File: config.mk
export PLATFORM = sky130hd
export DESIGN_NAME = pipeline_ctrl
export DESIGN_NICKNAME = d
export VERILOG_FILES = /design/src/rtl/pipeline_ctrl.sv
export SDC_FILE = /design/constraint.sdc
export NUM_CORES = 1
export LEC_CHECK = 0
export CORE_MARGIN = 10
export CORE_UTILIZATION = 38
export CTS_CLUSTER_SIZE = 25
export DETAILED_ROUTE_END_ITERATION = 8
export SLEW_MARGIN = 0
export SYNTH_ARGS = -nofsm -noshare
export SYNTH_HDL_FRONTEND = slang
export SYNTH_SLANG_ARGS = --single-unit
File: constraint.sdc
create_clock -name clk -period 1.9 [get_ports clk]
set_input_delay 0.38 -clock clk [delete_from_list [all_inputs] [get_ports clk]]
set_output_delay 0.38 -clock clk [all_outputs]
set_load 0.005 [all_outputs]
File: src/rtl/pipeline_ctrl.sv
// Central pipeline-control responder for the 5-stage core: arbitrates load-use
// stalls, EX redirects and multi-cycle data-memory waits, and keeps perf counters.
module pipeline_ctrl #(
  parameter int CNT_W       = 32,
  parameter int MEM_TIMEOUT = 256
) (
  input  logic             clk,
  input  logic             rst_n,
  input  logic             load_use_stall,
  input  logic             ex_redirect,
  input  logic             dmem_req,
  input  logic             dmem_ack,
  output logic             pc_en,
  output logic             if_id_en,
  output logic             if_id_flush,
  output logic             id_ex_en,
  output logic             id_ex_flush,
  output logic             ex_mem_en,
  output logic             mem_wb_bubble,
  output logic             mem_timeout,
  output logic [CNT_W-1:0] stall_cycles,
  output logic [CNT_W-1:0] flush_count,
  output logic [1:0]       dbg_state      // 0 = RUN, 1 = MEM_WAIT, 2 = ERR
);

  typedef enum logic [1:0] {
    ST_RUN      = 2'd0,
    ST_MEM_WAIT = 2'd1,
    ST_ERR      = 2'd2
  } state_e;

  localparam int WAIT_W = (MEM_TIMEOUT < 2) ? 1 : $clog2(MEM_TIMEOUT + 1);
  localparam logic [WAIT_W-1:0] WAIT_LIMIT = WAIT_W'(MEM_TIMEOUT);
  localparam logic [WAIT_W-1:0] WAIT_MAX   = '1;
  localparam logic [CNT_W-1:0]  CNT_MAX    = '1;

  state_e             state_q, state_d;
  logic [WAIT_W-1:0]  wait_q, wait_d;
  logic               timeout_q, timeout_d;
  logic [CNT_W-1:0]   stall_q, stall_d;
  logic [CNT_W-1:0]   flush_q, flush_d;

  logic pc_en_c, if_id_en_c, if_id_flush_c, id_ex_en_c, id_ex_flush_c;
  logic ex_mem_en_c, mem_wb_bubble_c;
  logic freeze, apply_run, redirect_taken;

  always_comb begin
    state_d        = state_q;
    wait_d         = wait_q;
    timeout_d      = timeout_q;
    freeze         = 1'b0;
    apply_run      = 1'b0;
    redirect_taken = 1'b0;

    case (state_q)
      ST_RUN: begin
        if (dmem_req && !dmem_ack) begin
          freeze  = 1'b1;
          state_d = ST_MEM_WAIT;
          wait_d  = WAIT_W'(1);
        end else begin
          apply_run = 1'b1;
        end
      end
      ST_MEM_WAIT: begin
        if (!dmem_ack) begin
          freeze = 1'b1;
          if (wait_q != WAIT_MAX) wait_d = wait_q + WAIT_W'(1);
          if (MEM_TIMEOUT != 0 && wait_d >= WAIT_LIMIT) begin
            state_d   = ST_ERR;
            timeout_d = 1'b1;
          end
        end else begin
          // Ack cycle: stalled ID/EX inputs were frozen, so honour them now.
          apply_run = 1'b1;
          state_d   = ST_RUN;
          wait_d    = '0;
        end
      end
      ST_ERR: begin
        freeze    = 1'b1;
        timeout_d = 1'b1;
      end
      default: begin
        freeze  = 1'b1;
        state_d = ST_ERR;
      end
    endcase

    pc_en_c         = 1'b1;
    if_id_en_c      = 1'b1;
    if_id_flush_c   = 1'b0;
    id_ex_en_c      = 1'b1;
    id_ex_flush_c   = 1'b0;
    ex_mem_en_c     = 1'b1;
    mem_wb_bubble_c = 1'b0;

    if (freeze) begin
      pc_en_c         = 1'b0;
      if_id_en_c      = 1'b0;
      id_ex_en_c      = 1'b0;
      ex_mem_en_c     = 1'b0;
      mem_wb_bubble_c = 1'b1;
    end else if (apply_run && ex_redirect) begin
      // Redirect wins over load-use: the instruction in ID is wrong-path.
      if_id_flush_c  = 1'b1;
      id_ex_flush_c  = 1'b1;
      redirect_taken = 1'b1;
    end else if (apply_run && load_use_stall) begin
      pc_en_c       = 1'b0;
      if_id_en_c    = 1'b0;
      id_ex_flush_c = 1'b1;
    end

    if (!rst_n) begin
      pc_en_c         = 1'b0;
      if_id_en_c      = 1'b0;
      if_id_flush_c   = 1'b0;
      id_ex_en_c      = 1'b0;
      id_ex_flush_c   = 1'b0;
      ex_mem_en_c     = 1'b0;
      mem_wb_bubble_c = 1'b1;
    end

    stall_d = stall_q;
    if (!pc_en_c && stall_q != CNT_MAX) stall_d = stall_q + CNT_W'(1);
    flush_d = flush_q;
    if (redirect_taken && flush_q != CNT_MAX) flush_d = flush_q + CNT_W'(1);
  end

  always_ff @(posedge clk or negedge rst_n) begin
    if (!rst_n) begin
      state_q   <= ST_RUN;
      wait_q    <= '0;
      timeout_q <= 1'b0;
      stall_q   <= '0;
      flush_q   <= '0;
    end else begin
      state_q   <= state_d;
      wait_q    <= wait_d;
      timeout_q <= timeout_d;
      stall_q   <= stall_d;
      flush_q   <= flush_d;
    end
  end

  assign pc_en         = pc_en_c;
  assign if_id_en      = if_id_en_c;
  assign if_id_flush   = if_id_flush_c;
  assign id_ex_en      = id_ex_en_c;
  assign id_ex_flush   = id_ex_flush_c;
  assign ex_mem_en     = ex_mem_en_c;
  assign mem_wb_bubble = mem_wb_bubble_c;
  assign mem_timeout   = timeout_q;
  assign stall_cycles  = stall_q;
  assign flush_count   = flush_q;
  assign dbg_state     = state_q;

endmodule

==> results_dict.tcl, run 1 <==
set metrics [dict create \
    outcome "complete, but fails checks" \
    violations "negative setup slack" \
    fmax_ghz 0.521 \
    start_util 0.392 \
    synth_top_area_share 0.494 \
    r2r_cells 7 \
    finalWirelength_mm 10.7 \
    yosysSeqAreaShare 0.494 \
    dieArea_sq_um 14600 \
    async_reset_ff_frac 1.00 \
    power_density_nw_per_um2 767 \
    worstSetupPathType "register to register" \
    synth_top_flop_cell "dfrtp_1" \
    rsz0062_at_grt "true" \
    regToRegStartpoint "stall_cycles[1]$_DFFE_PN0P_" \
    ys_types 46 \
    hold_path.class "input port to async pin" \
    grt_max_degree 40 \
    grt_first_pass_wirelength_mm 17.4 \
    yosysMostFrequentCell "dfrtp_1" \
    vias_per_cell 5.00 \
    htreeDepth 3 \
    ys_warn_count 0 \
    slew_viol_final 0 \
    place.gp.congestion 0.824 \
    critPathMaxFanout 13 \
    final_cells 713 \
    grt_pass1_vias 3542 \
    clk_pin_slew_ps 80 \
    postLayoutCellArea_sq_um 5820 \
    p_leak_nw 2.61 \
    vias 3565 \
    grt_overflow_total 0 \
    ioPinCount 80 \
    place_inst 680 \
    clkLatencyLatePin_ps 360 \
    worst_ep_required_time_ps 2130 \
    die_h_um 121 \
    yosys.area.top_type "dfrtp_1" \
    diodes 0 \
    drc 0 \
    finalCritPeriodShare 1.01 \
    ys_ff_latch 76 \
    netlist_top_cells_area "dfrtp_1 (49%), xnor2_1 (8.0%), xor2_1 (5.7%)" \
    irDropWorstVdd_uv 419 \
    syn-instance-count 391 \
    antenna_found_initial 0 \
    setup_tns_ps -53.4 \
    hold_viol 0 \
    syn_nets 400 \
    critPathLaunchType "register" \
    core_sq_um 9820 \
    track_usage 0.147 \
    clock_skew_ps 7.60 \
    die_w_um 121 \
    finalSetupViolCount 5 \
    synth_common_cells "dfrtp_1 (76), nand2_1 (36), nor2_1 (36)" \
    r2r-end "stall_cycles[6]$_DFFE_PN0P_" \
    end_kind "register" \
    antenna_left 0 \
    worst_pin_slew_ps 487 \
    slew_headroom 0.675 \
    period_minus_slack_ps 1920 \
    nets 584 \
    routedWlPerCell_um 15.0 \
    r2r_slack_ps -20 \
    synth_enable_flop_cells 0 \
    timing.final.ws_setup_ps -19.8 \
    post-route-util 0.593 \
    cp_data_arrival_time_ps 2150 \
    cts_buffers 9 \
    fill_cells 892 \
    cts.path.max_buffers 2 \
    cts_sinks 76 \
    drive_gt1_frac 0.264 \
    syn_area_sq_um 3850 \
    maxCapViolations 0 \
    syn_to_final_growth_pct 51.1 \
    tritoncts "done" \
    first_iter_violations 173 \
    cts_root_buf "clkbuf_8" \
    post-dp-hpwl_mm 8.06 \
    placed_area_sq_um 5410 \
    rows 36 \
    port_buffers 79 \
    drt-pass1-iter-count 4 \
    syn_area_per_cell_sq_um 9.85 \
]
==> critical path, cell delays in order (launching register included) <==
cell,delay [ps]
dfrtp_1,360
ha_2,180
nand4_1,140
or4_4,510
nor3b_4,240
buf_12,160
nor4b_1,60
xor2_1,150
==> layer usage <==
layer / track usage / wire, um
met1: 0.183 / 4890
met4: 0.0618 / 163
met5: 0 / 0
met2: 0.229 / 4960
met3: 0.0470 / 669
==> cells by family (layout without fill, tap and decap cells) <==
kind of cell,count (synthesis),in the layout,synth area share
mux,3,3,0.00877
flops,76,76,0.494
compound gates,31,31,0.0520
simple gates,199,199,0.277
xor+xnor,60,60,0.136
fa+ha+maj,3,3,0.00974
buf+inv,19,208,0.0227
==> report_power, final <==
part,switching [mW],internal [mW]
sequential,0.118,1.78
clock,0.600,0.775
combinational,0.513,0.683
total,1.23,3.24
==> flip-flops by register name, summed over array words and instances, names as in the netlist <==
register,cells
mem_timeout,1
flush_count,32
dbg_state,2
wait_q,9
stall_cycles,32
==> through the flow <==
stage	hold WS [ps]	power [mW]	setup WS (ps)
after global routing	37.1	4.71	-120
after CTS	19.8	4.45	-30.9
final	31.3	4.47	-19.8
after detailed placement	191	3.06	-434
after floorplan	84.4	2.33	-112
after global placement	191	3.02	-375
==> final cells by class <==
type                    count  area [sq um]  area share
multi-input cells         296          1950       0.334
flip-flops and latches     76          1910       0.327
repair buffers            180          1540       0.264
well taps                 133           166      0.0286
clock buffers              12           145      0.0249
clock inverters             4          72.6      0.0125
inverters                  12          46.3     0.00795
==> cells in the final DEF (no fill, tap or decap), types with 4 or more instances in the layout <==
master,count
a31oi_1,4
inv_1,10
and3_1,8
nor4b_1,4
nor3_1,21
nand2_1,35
a21oi_1,11
nor2_1,34
nand3_1,32
dfrtp_1,73
nand2b_1,4
clkbuf_2,4
buf_4,99
xnor2_1,35
clkdlybuf4s50_1,68
xor2_1,25
nor4_1,5
o21ai_0,5
and4_1,4
clkbuf_8,10
nand4_1,22
==> worst max path at each step <==
stage | startpoint | to | slack [ps]
2_1_floorplan | stall_cycles[0]$_DFFE_PN0P_ | stall_cycles[13]$_DFFE_PN0P_ | -110
3_3_place_gp | dmem_ack | id_ex_en | -370
3_5_place_dp | dmem_ack | ex_mem_en | -430
4_1_cts | stall_cycles[1]$_DFFE_PN0P_ | stall_cycles[6]$_DFFE_PN0P_ | -30
5_1_grt | stall_cycles[0]$_DFFE_PN0P_ | stall_cycles[13]$_DFFE_PN0P_ | -120
6_report | stall_cycles[1]$_DFFE_PN0P_ | stall_cycles[6]$_DFFE_PN0P_ | -20
==> timing repair <==
action | in CTS | in global routing
setup buffers | 4 | 12
hold buffers | 1 | 0
pin swaps | 5 | 10
resized for setup | 27 | 22
endpoints found under the setup margin | 17 | 41
hold endpoints to repair | 1 | 0
No activity file was read; power rests on OpenSTA's default activity.
==> run 2: changes to the inputs <==
- clock period: 1.9 -> 2.2 ns (I/O delays scaled with it)
==> results_dict.tcl, run 2 (same netlist as run 1, synthesis figures left out) <==
set metrics [dict create \
    outcome "finished clean" \
    place_inst 629 \
    rows 36 \
    finalWirelength_mm 9.96 \
    die_w_um 121 \
    postLayoutCellArea_sq_um 5270 \
    grt_pass1_vias 3389 \
    crit_start "dbg_state[0]$_DFFE_PN0P_" \
    path_delay_family "buffers and inverters" \
    cts_sinks 76 \
    cts_root_buf "clkbuf_8" \
    end_kind "output pin" \
    path_cells "o21ba_2, nor2_4, nand2_2, buf_4, inv_2, dlygate4sd2_1" \
    irDropWorstVdd_uv 341 \
    power_density_nw_per_um2 678 \
    post-route-util 0.537 \
    drive_gt1_frac 0.141 \
    grt_first_pass_wirelength_mm 17.0 \
    regToRegStartpoint "stall_cycles[0]$_DFFE_PN0P_" \
    worstSetupPathType "register to output pin" \
    cp_data_arrival_time_ps 1650 \
    clock_skew_ps 7.93 \
    hold_path.class "input port to async pin" \
    htreeDepth 3 \
    cp_slowest_cell "dfrtp_1" \
    drc 0 \
    syn_to_final_growth_pct 36.8 \
    final_cells 650 \
    multi_input_area_sq_um 1880 \
    hold_viol 0 \
    antenna_found_initial 0 \
    p_leak_nw 2.30 \
    placed_area_sq_um 5010 \
    fmax_ghz 0.479 \
    vias 3314 \
    final_common_cell "dfrtp_1" \
    core_sq_um 9820 \
    dieArea_sq_um 14600 \
    clkLatencyLatePin_ps 360 \
    worst-path-stages 6 \
    maxCapViolations 0 \
    antenna_left 0 \
    tritoncts "done" \
    clk_pin_slew_ps 80 \
    slowest_delay_ps 410 \
    final_cell_mix "dfrtp_1 (76), clkdlybuf4s50_1 (68), buf_4 (38)" \
    finalPower_mw 3.57 \
    drt-pass1-iter-count 4 \
    whs_ps 319 \
    vias_per_cell 5.10 \
    grt_overflow_total 0 \
    r2r_slack_ps 180 \
    nets 521 \
    critPathMaxFanout 3 \
    post-dp-hpwl_mm 7.30 \
    setup_tns_ps 0 \
    finalSetupViolCount 0 \
    cts_buffers 9 \
    dp_slack_ps -235 \
    track_usage 0.143 \
    ff_latch_area_sq_um 1900 \
    timing.final.ws_setup_ps 114 \
    finalCritPeriodShare 0.948 \
    grt_max_degree 67 \
    period_minus_slack_ps 2090 \
    start_util 0.392 \
    routedWlPerCell_um 15.3 \
    cts.path.max_buffers 2 \
    critPathBufInv 3 \
    first_iter_violations 182 \
    diodes 0 \
    rsz0062_at_grt "false" \
    die_h_um 121 \
    worst_pin_slew_ps 835 \
    r2r_cells 5 \
    fill_cells 941 \
    place.gp.congestion 0.863 \
    ioPinCount 80 \
    worst_ep_required_time_ps 1760 \
    port_buffers 79 \
    slew_headroom 0.443 \
    endpoint "ex_mem_en" \
    critPathLaunchType "register" \
    slew_viol_final 0 \
    r2r-end "stall_cycles[1]$_DFFE_PN0P_" \
]
## run 2: report_power, final
part	switching, mW	internal, mW
combinational	0.316	0.435
clock	0.529	0.583
sequential	0.175	1.53
## run 2: how the worst min path moves through the flow
stage	startpoint	to	slack, ps	cells past startpoint
after global routing	rst_n	mem_timeout$_DFFE_PN0P_	400	2
after global placement	rst_n	dbg_state[0]$_DFFE_PN0P_	300	1
after floorplan	rst_n	dbg_state[0]$_DFFE_PN0P_	140	0
final	rst_n	mem_timeout$_DFFE_PN0P_	320	2
after CTS	rst_n	mem_timeout$_DFFE_PN0P_	360	2
after detailed placement	rst_n	dbg_state[0]$_DFFE_PN0P_	300	1
## run 2: layout make-up
| class | count | area share |
|---|---|---|
| repair buffers | 117 | 0.204 |
| clock inverters | 4 | 0.00902 |
| flip-flops and latches | 76 | 0.361 |
| multi-input cells | 296 | 0.356 |
| clock buffers | 12 | 0.0294 |
| inverters | 12 | 0.00878 |
| well taps | 133 | 0.0316 |
## run 2: layer usage
layer,GRT usage,routed length (um),vias up
met5,0,0,-
met4,0.0535,143,0
met2,0.210,4350,83
li1,-,-,1619
met3,0.0577,825,14
met1,0.184,4640,1598
## run 2: worst register-to-register path, delay by kind of cell, from the launching register on
family / cells / cell delay, ps
AO/OA/AOI/OAI: 1 / 280
multiplexers: 1 / 380
AND/OR/NAND/NOR: 2 / 700
adder cells (fa/ha/maj): 1 / 190
flip-flops: 1 / 350
## run 2: repair_timing
item | CTS | global route
buffers inserted | 3 | 1
resized for setup | 11 | 6
setup endpoints to repair | 7 | 6
hold buffers | 1 | 0
pin swaps | 1 | 3
endpoints found under the hold margin | 10 | 0
==> run 3: changes to the inputs <==
- CTS_BUF_LIST: default -> sky130_fd_sc_hd__clkbuf_2
==> results_dict.tcl, run 3 (same netlist as run 1, synthesis figures left out) <==
set metrics [dict create \
    p_sw_frac 0.309 \
    cp_data_arrival_time_ps 1680 \
    met1_usage 0.187 \
    cts_root_buf "clkbuf_2" \
    grt_pass1_vias 3430 \
    finalCritPeriodShare 0.964 \
    r2r_slack_ps 160 \
    seq_power_share 0.526 \
    r2r_cells 5 \
    rows 36 \
    critPathBufInv 2 \
    track_usage 0.142 \
    p_leak_nw 2.29 \
    diodes 0 \
    period_minus_slack_ps 2120 \
    path_cells "o21ba_4, nor2_4, nand2_2, buf_6, nor2_2, buf_2" \
    tritoncts "done" \
    antenna_left 0 \
    critPathLaunchType "register" \
    hold_viol 0 \
    clock_skew_ps 22.0 \
    worst-path-stages 6 \
    vias_per_cell 5.07 \
    intPower_mw 2.25 \
    drc 0 \
    first_iter_violations 145 \
    start_util 0.392 \
    drt-pass1-iter-count 4 \
    switchingPower_mw 1.00 \
    worstSetupPathType "register to output pin" \
    core_sq_um 9820 \
    whs_ps 131 \
    gr-max-usage-layer "met2" \
    antenna_found_initial 0 \
    place_inst 629 \
    place.gp.congestion 0.863 \
    routedWlPerCell_um 15.3 \
    fmax_ghz 0.472 \
    rsz0062_at_grt "true" \
    met3_usage 0.0489 \
    final_cells 657 \
    cts_buffers 9 \
    irDropWorstVdd_uv 288 \
    outcome "finished clean" \
    grt_overflow_total 0 \
    maxCapViolations 0 \
    hold_path.class "input port to async pin" \
    vias 3332 \
    final_common_cell "dfrtp_1" \
    ioPinCount 80 \
    clkLatencyLatePin_ps 510 \
    path_delay_family "flip-flops" \
    power_frac_clock 0.231 \
    slew_viol_final 0 \
    nets 528 \
    syn_to_final_growth_pct 37.2 \
    grt_first_pass_wirelength_mm 17.1 \
    cts_sinks 76 \
    finalSetupViolCount 0 \
    port_buffers 79 \
    post-route-util 0.538 \
    drive_gt1_frac 0.183 \
    die_h_um 121 \
    critPathMaxFanout 3 \
    final_cell_mix "dfrtp_1 (75), clkdlybuf4s50_1 (70), buf_4 (43), xnor2_1 (35), nor2_1 (34)" \
    dieArea_sq_um 14600 \
    clk_pin_slew_ps 220 \
    worst_ep_required_time_ps 1760 \
    slew_headroom 0.441 \
    cp_slowest_cell "dfrtp_1" \
    met2_usage 0.209 \
    cts.path.max_buffers 2 \
    end_kind "output pin" \
    pwr-share-comb 0.242 \
    htreeDepth 3 \
    die_w_um 121 \
    power_density_nw_per_um2 615 \
    slowest_delay_ps 450 \
    worst_pin_slew_ps 838 \
    grt_max_degree 67 \
    post-dp-hpwl_mm 7.30 \
    finalWirelength_mm 10.1 \
]
## run 3: through the flow
step / setup TNS, ps / total power, mW / instance area, sq um / setup WS, ps
after floorplan: 0 / 2.01 / 3850 / 71.0
after global placement: -875 / 2.48 / 5010 / -194
after detailed placement: -1400 / 2.50 / 5010 / -235
after CTS: -978 / 3.28 / 5220 / -158
after global routing: -136 / 3.47 / 5290 / -73.3
final: 0 / 3.25 / 5290 / 79.3
## run 3: final timing paths
| path | startpoint | to |
|---|---|---|
| setup reg to reg | stall_cycles[0]$_DFFE_PN0P_ | stall_cycles[1]$_DFFE_PN0P_ |
| max in group asynchronous | rst_n | flush_count[30]$_DFFE_PN0P_ |
| hold reg to reg | mem_timeout$_DFFE_PN0P_ | mem_timeout$_DFFE_PN0P_ |
| min in group clk | mem_timeout$_DFFE_PN0P_ | mem_timeout$_DFFE_PN0P_ |
| hold / removal | rst_n | mem_timeout$_DFFE_PN0P_ |
| setup / recovery | dbg_state[0]$_DFFE_PN0P_ | id_ex_flush |
## run 3: final cells by class
type / instances / area [sq um]
fill: 918 / 4530
multi-input combinational: 296 / 1950
sequential: 76 / 1900
timing repair buffer: 124 / 1110
tap: 133 / 166
clock inverter: 6 / 55.1
clock buffer: 10 / 50.0
inverter: 12 / 46.3
## run 3: worst reg2reg max path, delay by kind of cell (launching register included)
kind            cells  cell delay (ps)
compound gates      1              290
fa+ha+maj           1              190
flops               1              390
mux                 1              380
simple gates        2              700
## run 3: timing repair
action / 4_1_cts / 5_1_grt
endpoints found under the setup margin: 7 / 30
hold buffers: 1 / 0
gates resized for setup: 22 / 26
hold endpoints to repair: 10 / 0
pin swaps: 2 / 10
setup buffers: 10 / 4
## run 3: metal layers
| metal | wire length (um) | part of all wire | vias to the layer above |
|---|---|---|---|
| met5 | 0 | 0 | - |
| met4 | 144 | 0.014 | 0 |
| met3 | 820 | 0.081 | 15 |
| met2 | 4400 | 0.44 | 92 |
| met1 | 4700 | 0.47 | 1593 |
| li1 | - | - | 1632 |
## run 3: power by group through the flow
stage	clock network, mW	registers, mW	logic [mW]
after floorplan	0	1.72	0.292
after global placement	0	1.73	0.748
after detailed placement	0	1.74	0.768
after CTS	0.783	1.71	0.788
after global routing	0.847	1.74	0.881
final	0.752	1.71	0.788
